$ cat src/rtl/ctrl_shift_reader_8b_pkg.sv
// Shared constants and state encoding for the controller-port shift reader.
package ctrl_shift_reader_8b_pkg;
    localparam int CTRL_WIDTH_DEFAULT = 8;

    localparam int BTN_A      = 0;
    localparam int BTN_B      = 1;
    localparam int BTN_SELECT = 2;
    localparam int BTN_START  = 3;
    localparam int BTN_UP     = 4;
    localparam int BTN_DOWN   = 5;
    localparam int BTN_LEFT   = 6;
    localparam int BTN_RIGHT  = 7;

    typedef enum logic [1:0] {
        LOAD      = 2'd0,
        SHIFT     = 2'd1,
        EXHAUSTED = 2'd2
    } ctrl_state_t;
endpackage

$ cat src/rtl/ctrl_shift_reader_8b_if.sv
// Pad-register bus: load/read controls in, serial bit and progress out.
// Optional CTRL_OPEN_BUS_EN adds the floating-bus sample input.
interface ctrl_shift_reader_8b_if #(
    parameter int WIDTH = 8
);
    logic                       strobe;
    logic [WIDTH-1:0]           buttons;
    logic                       rd_en;
    logic                       serial_out;
    logic [$clog2(WIDTH+1)-1:0] bit_count;
    logic                       done;
`ifdef CTRL_OPEN_BUS_EN
    logic                       open_bus_in;

    modport master (output strobe, buttons, rd_en, open_bus_in,
                    input  serial_out, bit_count, done);
    modport slave  (input  strobe, buttons, rd_en, open_bus_in,
                    output serial_out, bit_count, done);
`else
    modport master (output strobe, buttons, rd_en,
                    input  serial_out, bit_count, done);
    modport slave  (input  strobe, buttons, rd_en,
                    output serial_out, bit_count, done);
`endif
endinterface

$ cat src/rtl/ctrl_shift_reader_8b_shift_cell_1b.sv
// One loadable shift stage; load has priority over shift.
module shift_cell_1b (
    input  logic clk,
    input  logic rst,
    input  logic load,
    input  logic load_d,
    input  logic shift_en,
    input  logic shift_d,
    output logic q
);
    always_ff @(posedge clk) begin
        if (rst)           q <= 1'b0;
        else if (load)     q <= load_d;
        else if (shift_en) q <= shift_d;
    end
endmodule

$ cat src/rtl/ctrl_shift_reader_8b.sv
// 4021-style pad register: parallel capture while strobe is high, then LSB-first serial reads.
// Build option CTRL_OPEN_BUS_EN: exhausted reads follow a registered open_bus_in.
module ctrl_shift_reader_8b
    import ctrl_shift_reader_8b_pkg::*;
#(
    parameter int   WIDTH        = CTRL_WIDTH_DEFAULT,
    parameter logic OVERREAD_VAL = 1'b1
) (
    input logic                   clk,
    input logic                   rst,
    ctrl_shift_reader_8b_if.slave bus
);
    localparam int CW = $clog2(WIDTH+1);
    localparam logic [CW-1:0] CNT_MAX = CW'(WIDTH);

    ctrl_state_t      state_q, state_n;
    logic [WIDTH-1:0] sh;
    logic [CW-1:0]    cnt_q, cnt_n;
    logic             so_q, so_n;
    logic             done_q, done_n;
    logic             do_load, do_shift;

    assign do_load  = bus.strobe;
    assign do_shift = !bus.strobe && bus.rd_en && (state_q != EXHAUSTED);

    // MSB stage takes the overread fill; every other stage takes its upper neighbour.
    for (genvar i = 0; i < WIDTH; i++) begin : g_cell
        logic nxt;
        if (i == WIDTH-1) begin : g_top
            assign nxt = OVERREAD_VAL;
        end else begin : g_mid
            assign nxt = sh[i+1];
        end
        shift_cell_1b u_cell (
            .clk      (clk),
            .rst      (rst),
            .load     (do_load),
            .load_d   (bus.buttons[i]),
            .shift_en (do_shift),
            .shift_d  (nxt),
            .q        (sh[i])
        );
    end

    always_ff @(posedge clk) begin
        if (rst) begin
            state_q <= EXHAUSTED;
            cnt_q   <= CNT_MAX;
            so_q    <= OVERREAD_VAL;
            done_q  <= 1'b1;
        end else begin
            state_q <= state_n;
            cnt_q   <= cnt_n;
            so_q    <= so_n;
            done_q  <= done_n;
        end
    end

    always_comb begin
        state_n = state_q;
        cnt_n   = cnt_q;
        so_n    = so_q;
        done_n  = done_q;
        if (do_load) begin
            state_n = LOAD;
            cnt_n   = '0;
            so_n    = bus.buttons[0];
            done_n  = 1'b0;
        end else if (do_shift) begin
            cnt_n = cnt_q + 1'b1;
            if (cnt_n == CNT_MAX) begin
                state_n = EXHAUSTED;
                so_n    = OVERREAD_VAL;
                done_n  = 1'b1;
            end else begin
                state_n = SHIFT;
                so_n    = sh[1];
            end
        end else if (state_q == LOAD) begin
            state_n = SHIFT;
        end
`ifdef CTRL_OPEN_BUS_EN
        // Floating data bus: once exhausted, reads see whatever was last on the bus.
        if (!do_load && !do_shift && state_q == EXHAUSTED)
            so_n = bus.open_bus_in;
`endif
    end

    assign bus.serial_out = so_q;
    assign bus.bit_count  = cnt_q;
    assign bus.done       = done_q;
endmodule

$ cat src/flat_wrapper.sv
// flat-port wrapper written by rule: the top's interface ports become plain ports
module ctrl_shift_reader_8b_flat import ctrl_shift_reader_8b_pkg::*;
#(
    parameter int   WIDTH        = CTRL_WIDTH_DEFAULT,
    parameter logic OVERREAD_VAL = 1'b1
)
  (clk, rst, bus_strobe, bus_buttons, bus_rd_en, bus_serial_out, bus_bit_count, bus_done);
  ctrl_shift_reader_8b_if #(.WIDTH(WIDTH)) bus_i ();
  input logic clk;
  input logic rst;
  input wire logic [$bits(bus_i.strobe)-1:0] bus_strobe;
  input wire logic [$bits(bus_i.buttons)-1:0] bus_buttons;
  input wire logic [$bits(bus_i.rd_en)-1:0] bus_rd_en;
  output wire logic [$bits(bus_i.serial_out)-1:0] bus_serial_out;
  output wire logic [$bits(bus_i.bit_count)-1:0] bus_bit_count;
  output wire logic [$bits(bus_i.done)-1:0] bus_done;
  assign bus_i.strobe = bus_strobe;
  assign bus_i.buttons = bus_buttons;
  assign bus_i.rd_en = bus_rd_en;
  assign bus_serial_out = bus_i.serial_out;
  assign bus_bit_count = bus_i.bit_count;
  assign bus_done = bus_i.done;
  ctrl_shift_reader_8b #(.WIDTH(WIDTH), .OVERREAD_VAL(OVERREAD_VAL)) u_core (.clk(clk), .rst(rst), .bus(bus_i));
endmodule
$ cat config.mk
export PLATFORM = sky130hd
export DESIGN_NAME = ctrl_shift_reader_8b_flat
export DESIGN_NICKNAME = d
export VERILOG_FILES = /design/src/rtl/ctrl_shift_reader_8b_pkg.sv /design/src/rtl/ctrl_shift_reader_8b_if.sv /design/src/rtl/ctrl_shift_reader_8b_shift_cell_1b.sv /design/src/rtl/ctrl_shift_reader_8b.sv /design/src/flat_wrapper.sv
export SDC_FILE = /design/constraint.sdc
export NUM_CORES = 1
export LEC_CHECK = 0
export ABC_AREA = 0
export CELL_PAD_IN_SITES_DETAIL_PLACEMENT = 0
export CELL_PAD_IN_SITES_GLOBAL_PLACEMENT = 1
export CORE_AREA = 8 8 54 56
export DETAILED_ROUTE_END_ITERATION = 8
export DIE_AREA = 0 0 62 64
export GPL_TIMING_DRIVEN = 1
export PLACE_DENSITY = 0.72
export REMOVE_ABC_BUFFERS = 1
export SYNTH_ARGS = -nofsm -noshare
export SYNTH_HDL_FRONTEND = slang
export SYNTH_SLANG_ARGS = --single-unit
$ cat constraint.sdc
create_clock -name clk -period 1.9 [get_ports clk]
set_input_delay 0.38 -clock clk [delete_from_list [all_inputs] [get_ports clk]]
set_output_delay 0.38 -clock clk [all_outputs]
set_load 0.05 [all_outputs]
==> results of run 1 <==
==> power by group <==
group | internal (mW) | leakage (nW) | switching, mW
logic | 0.0629 | 0.238 | 0.0683
registers | 0.334 | 0.124 | 0.0112
clock network | 0.0781 | 0.0177 | 0.103
==> sequential cells by signal, indices dropped and copies added (netlist names) <==
name,count
u_core.g_cell.u_cell.q,7
u_core.bus.bit_count,4
u_core.state_q,2
u_core.bus.done,1
u_core.bus.serial_out,1
==> cell families after synthesis <==
group,synth area share (%)
DFF,44.7
buffers and inverters,7.26
muxes,3.72
AOI/OAI and AO/OA,14.9
and+or+nand+nor,22.3
adders and majority gates,1.86
xor gates and xnor gates,5.22
==> layout make-up <==
class | count | area (um2)
inverters | 3 | 11.3
multi-input cells | 49 | 323
clock inverters | 1 | 5.00
well taps | 28 | 35.0
repair buffers | 24 | 210
fillers | 214 | 1200
clock buffers | 3 | 22.5
flip-flops and latches | 15 | 300
==> per-layer routing <==
metal,GRT usage (%),share of wire [%]
met1,10.5,46
met2,14.4,46
met3,3.60,6.6
met4,4.27,1.8
met5,0,0
==> Yosys cell counts <==
cell type / number
a21o_1: 1
clkbuf_1: 1
a311o_2: 1
a2111o_1: 1
nand2_1: 7
mux2_4: 1
xnor2_1: 2
buf_2: 3
a221oi_1: 1
buf_6: 1
a211o_1: 1
nor2_1: 7
buf_4: 1
and3_1: 1
mux2i_1: 1
nand2_4: 1
nor3_1: 3
nor4_1: 2
and2_1: 1
xor2_1: 2
inv_1: 3
nand2b_1: 1
nand3_1: 8
a311oi_1: 6
dfxtp_1: 15
ha_1: 1
==> worst min-delay path by stage <==
| stage | to | slack (ns) | depth (start not counted) |
|---|---|---|---|
| 6_report | u_core.bus.done | 0.47 | 1 |
| 5_1_grt | u_core.g_cell[6].u_cell.q | 0.51 | 2 |
| 4_1_cts | u_core.bus.done | 0.48 | 1 |
| 3_5_place_dp | u_core.bus.done | 0.46 | 1 |
| 3_3_place_gp | u_core.bus.done | 0.45 | 1 |
| 2_1_floorplan | u_core.g_cell[1].u_cell.q | 0.45 | 1 |
==> metrics by stage <==
stage          power, mW  setup slack [ns]  area, um2
4_1_cts            0.670            0.0838        907
6_report           0.657            0.0985        907
3_3_place_gp       0.484             0.119        880
3_5_place_dp       0.485            0.0987        880
2_1_floorplan      0.419             0.271        634
5_1_grt            0.700            0.0371        907
==> metrics.cfg, run 1 <==
[drt]
drc=0
drt_first_pass_iters=2
drt-vias-per-instance=4.91
totalWireLength_mm=1.54
vias=604
drtIter0Drc=10
ant_nets=0
wl_per_cell_um=12.5

[global_routing]
grt.total_usage_pct=9.17
antenna_found_initial=0
grt_pass1_wl_mm=2.78
grt-ovfl-total=0
grt_max_degree=10
grt_pass1_vias=646

[critical_path]
end_kind=output pin
rr_endpoint=u_core.bus.serial_out
cp_slowest_stage_delay_ns=0.80
timing.rr.start=u_core.state_q[0]
cp.arrival_ns=1.42
cp-start-kind=register
crit_path_top_delay_cell=clkdlybuf4s50_1
crit_end=bus_serial_out
crit_cells=1
cp_max_fo=2
crit_required_ns=1.52
critPathKind=register to output pin
crit_start=u_core.bus.serial_out
cp_num_buf_inv=1
cpLargestDelayFamily=buffers and inverters
ff2ff_setup_slack_ns=0.51
crit_chain=clkdlybuf4s50_1
reg2reg_depth=4

[sta]
setup_violations=0
hold_viol=0
fin_skew_ns=0.00501
tightestPinTransition_ns=0.491
period_share_pct=94.8
setup_tns_ns=0
period_minus_slack_ns=1.80
whs_ns=0.474
max_freq_mhz=555
relSlewSlack_pct=67.1
grt_setup_unrepaired=no
drv_slew=0

[cells_and_area]
nets=109
antenna_cells=0
fin_cells=123
finish.utilization_pct=43.1
layout_common_cells=dfxtp_1, clkdlybuf4s50_1, buf_4
synthToLayoutAreaGrowth_pct=35.0
drive_gt1_share_pct=20.0
final_common_cell=dfxtp_1

[yosys]
synth_largest_area_cell=dfxtp_1
syn_area_um2=672
avgSynthCellArea_um2=9.20
synth-seq-area-share_pct=44.7
synth_cells=73
synthTopCellsByArea=dfxtp_1, a311oi_1, nand3_1
synth_seq_cells=15
netlist-cell-type-count=26
synth_top_area_share_pct=44.7
yosys_warnings=0

[floorplan]
pin_count=18
die-area_um2=3970
die_w_um=62
start_util_pct=31.9
placeableCoreArea_um2=2110
fp.dieH_um=64
fp-row-count=17

[place]
port_buffers=17
dp.cells=119
gp_congestion=0.735
dp.final_hpwl_mm=1.17

[clock_tree]
clk_pin_slew_ns=0.09
clockRootBuffer=clkbuf_4
cts_max_level=1
cts_hold_buf=0
cts-resized-gates=0
cts_tree=done
cts_max_path_buffers=2
clk_latency_ns=0.28
cts_buffers=3
cts_sinks=15
post_cts_buffers=0

[power]
power_leakage_nw=0.380
power.density_nw_per_um2=725
ir_drop_v=0.000420

[hold_path]
min_from=u_core.bus.done
hp-class=register to register

[run_status]
status=finished, final reports clean

[job]
drv_cap=0

Power figures use the tool's default switching activity.
==> inputs of run 2 (changes only) <==
- REMOVE_ABC_BUFFERS: 1 -> unset
- SLEW_MARGIN: unset -> 15
==> metrics.cfg, run 2 (synthesized netlist as in run 1, its figures left out) <==
[critical_path]
crit_required_ns=1.52
cpLargestDelayFamily=buffers and inverters
critPathKind=register to output pin
cp-start-kind=register
end_kind=output pin
crit_chain=clkdlybuf4s50_1
cp.arrival_ns=1.45
cp_slowest_stage_delay_ns=0.81
cp_max_fo=2
cp_num_buf_inv=1
crit_cells=1
crit_path_top_delay_cell=clkdlybuf4s50_1
reg2reg_depth=6

[sta]
tightestPinTransition_ns=0.503
setup_tns_ns=0
fin_skew_ns=0.00624
setup_violations=0
relSlewSlack_pct=66.4
period_minus_slack_ns=1.83
hold_viol=0
grt_setup_unrepaired=no
max_freq_mhz=548
drv_slew=0
period_share_pct=96.1

[place]
dp.final_hpwl_mm=1.22
port_buffers=17
gp_congestion=0.779

[power]
power_mw=0.655
netSwitchingFraction_pct=27.1
clock_power_share_pct=27.3
power.density_nw_per_um2=727
power.share.sequential_pct=52.8
p_comb_share_pct=19.9
power.internal_mw=0.478
p_switching_mw=0.177
power_leakage_nw=0.372
ir_drop_v=0.000536

[global_routing]
grt_pass1_wl_mm=2.78
grt.total_usage_pct=9.12
grt_max_degree=17
grt-ovfl-total=0
grt_pass1_vias=642
antenna_found_initial=0

[hold_path]
hold_depth=2
hp-class=register to register

[cells_and_area]
regMostFlops=u_core.g_cell.u_cell.q
fill_cells=226
final_common_cell=dfxtp_1
antenna_cells=0
layout_common_cells=dfxtp_1, clkdlybuf4s50_1, buf_4
synthToLayoutAreaGrowth_pct=34.1
drive_gt1_share_pct=17.0
nets=108
largest_reg_flops=7

[clock_tree]
clockRootBuffer=clkbuf_4
cts_sinks=15
cts_max_level=1
cts_max_path_buffers=2
clk_latency_ns=0.28
cts_hold_buf=0
cts-resized-gates=0
clk_pin_slew_ns=0.09
cts_buffers=3
cts_tree=done
post_cts_buffers=0

[drt]
drt_first_pass_iters=4
wl_per_cell_um=13.1
drc=0
met3_length_um=137
drtIter0Drc=22
drt-vias-per-instance=4.84
totalWireLength_mm=1.60
ant_nets=0
highest_layer=met4
wl_met1_um=717
vias=590
route.met2.wl_um=732

[floorplan]
fp.dieH_um=64
fp-row-count=17
die-area_um2=3970
start_util_pct=31.9
die_w_um=62
pin_count=18
placeableCoreArea_um2=2110

[run_status]
status=finished, final reports clean

[job]
drv_cap=0

[yosys]
synth_fp_nets=86

-- run 2: worst min-delay path, stage by stage (launching register included) --
cell,delay (ns)
dfxtp_1,0.32
nand3_1,0.06
a311oi_1,0.07
-- run 2: area by class of cell --
class | count | area (um2) | share of cell area (%)
inverters | 3 | 11.3 | 1.25
repair buffers | 23 | 205 | 22.8
flip-flops and latches | 15 | 300 | 33.3
clock buffers | 4 | 26.3 | 2.92
multi-input cells | 49 | 323 | 35.8
well taps | 28 | 35.0 | 3.89
-- run 2: metrics by stage --
| stage | util, % | area, um2 | setup slack, ns | instances | hold slack [ns] |
|---|---|---|---|---|---|
| 6_report | 42.8 | 901 | 0.0744 | 122 | 0.483 |
| 2_1_floorplan | - | 672 | 0.271 | 73 | 0.457 |
| 5_1_grt | 42.8 | 901 | 0.0165 | 122 | 0.515 |
| 3_5_place_dp | 41.5 | 875 | 0.0896 | 118 | 0.477 |
| 3_3_place_gp | 41.5 | 875 | 0.101 | 118 | 0.474 |
| 4_1_cts | 42.8 | 901 | 0.0505 | 122 | 0.490 |
-- run 2: final timing paths --
check                                          startpoint                   endpoint  slack (ns)
worst min register to register  u_core.g_cell[4].u_cell.q  u_core.g_cell[3].u_cell.q        0.48
worst max-delay path                      u_core.bus.done                   bus_done        0.07
worst max register to register          u_core.state_q[0]          u_core.state_q[1]        0.45
worst min-delay path            u_core.g_cell[4].u_cell.q  u_core.g_cell[3].u_cell.q        0.48
-- run 2: routing by layer --
metal | up-vias | global-route usage (%)
met2 | 14 | 14.0
met4 | 0 | 2.56
li1 | 301 | -
met3 | 2 | 5.20
met1 | 273 | 10.4
met5 | - | 0
-- run 2: power by group through the flow --
stage               Clock [mW]  Sequential (mW)  Combinational (mW)
finish                   0.179            0.346               0.131
CTS                      0.187            0.346               0.132
detailed placement           0            0.353               0.132
global route             0.200            0.348               0.142
floorplan                    0            0.371              0.0638
global placement             0            0.353               0.132
==> RTL edit: new RTL, flow settings as in run 2 <==
Change the package constant `CTRL_WIDTH_DEFAULT` from 8 to 16.
--- a/src/rtl/ctrl_shift_reader_8b_pkg.sv
+++ b/src/rtl/ctrl_shift_reader_8b_pkg.sv
@@ -2,3 +2,3 @@
 package ctrl_shift_reader_8b_pkg;
-    localparam int CTRL_WIDTH_DEFAULT = 8;
+    localparam int CTRL_WIDTH_DEFAULT = 16;
 
Interface: changed (resized bus_bit_count and bus_buttons); port bits go from 18 to 27. No check against the original RTL was run, so the function may have changed too.
==> RTL edit against run 2 <==
  * Final area increased by 70%
  * Synthesized area increased by 86%
  * Synthesized cell count increased by 77%
  * Non-clock buffer count increased by 7
  * Core utilization increased by 30 points
  * Setup slack improved by 0.34 ns
  * Power increased by 75%
  * Combinational power increased by 63%
  * Critical path depth unchanged
  * Wire length increased by 65%
  * Sequential cell count increased by 9
  * Via count increased by 75%
  * Die area unchanged
  * Critical endpoint is now bus_serial_out
==> RTL edit: results (changes against run 2) <==
Status = finished, final reports clean (unchanged)
Drt first-iter violations = 25 (was 22)
Skew final = 0.00752 ns (was 0.00624 ns)
Routed vias/inst = 5.78 (was 4.84)
Port Buf Inserts = 26 (was 17)
Post-Route Utilization = 0.728 (was 0.428)
Crit path launch = u_core.bus.serial_out (was u_core.bus.done)
Grt met3 use = 0.0340 (was 0.0520)
Metal3 WL = 182 um (was 137 um)
Total routed wire length on the met1 layer = 1.19 mm (was 717 um)
GRT met2 Usage = 0.217 (was 0.140)
Fillers = 172 (was 226)
Dpl hpwl = 1.86 mm (was 1.22 mm)
Crit path arrival time = 1.10 ns (was 1.45 ns)
Net count after synthesis = 150 (was 86)
Met1 Use GR = 0.200 (was 0.104)
Final net count = 173 (was 108)
Hold_ws = 0.486 ns (was 0.483 ns)
Largest cells by area after synthesis = dfxtp_1 (38%), a311oi_2 (9.6%), nand3_2 (7.2%), a311oi_1 (4.9%), nor2_1 (4.8%) (was dfxtp_1 (45%), a311oi_1 (7.8%), nand3_1 (6.0%), nand2_1 (3.9%), nor2_1 (3.9%))
Yosys reg bits = 24 (was 15)
Final RePlAce weighted congestion = 0.806 (was 0.779)
Layout cells sized above 1 = 0.238 (was 0.170)
Clock-pin slew on the worst setup and hold paths = 0.14 ns (was 0.09 ns)
Peak VDD IR = 0.000737 V (was 0.000536 V)
Post-place setup slack = 0.136 ns (was 0.0896 ns)
Fin crit period = 1.48 ns (was 1.83 ns)
Min-Delay Startpoint = u_core.bus.done (was u_core.g_cell[4].u_cell.q)
Largest net degree at the start of global routing = 27 (was 17)
Leak Pwr = 0.566 nW (was 0.372 nW)
Final Non-Filler Cells = 179 (was 122)
Wire per inst = 14.8 um (was 13.1 um)
GRT Total Usage = 0.147 (was 0.0912)
Clock buf/inv share = 0.0343 (was 0.0292)
R2r worst-path depth = 4 (was 6)
Multi-input logic area = 649 um2 (was 323 um2)
Reg-to-Reg End = u_core.bus.serial_out (was u_core.state_q[1])
Placed Area = 0.00148 mm2 (was 875 um2)
Sequential share of the synthesized area = 0.384 (was 0.447)
Synth top cells by count = dfxtp_1 (24), nor2_1 (16), nand2_1 (15) (was dfxtp_1 (15), nand3_1 (8), nand2_1 (7), nor2_1 (7), a311oi_1 (6))
Hold endpoint = u_core.bus.done (was u_core.g_cell[3].u_cell.q)
## RTL edit: changes by cell type after synthesis, moves of 2 or more
cell      change
nor2_1        +9
inv_1         -2
nand3_2       +9
dfxtp_1       +9
o31ai_1       +3
buf_1         +3
buf_12        +2
a311oi_2      +8
nor4_1        -2
a21oi_1       +3
buf_6         +2
nand2_1       +8
## RTL edit: report_power, final
| group | switching [mW] | internal [mW] |
|---|---|---|
| Combinational | 0.118 | 0.0961 |
| Clock | 0.158 | 0.213 |
| Sequential | 0.0211 | 0.536 |
## RTL edit: kinds of logic (layout without fill, tap and decap cells)
kind of cell,Yosys count,after routing,share of synthesized area
DFF,24,24,0.384
muxes,1,1,0.00799
AOI/OAI and AO/OA,26,26,0.207
xor gates and xnor gates,4,4,0.0280
adders and majority gates,1,1,0.00999
and+or+nand+nor,59,59,0.266
buffers and inverters,14,36,0.0979
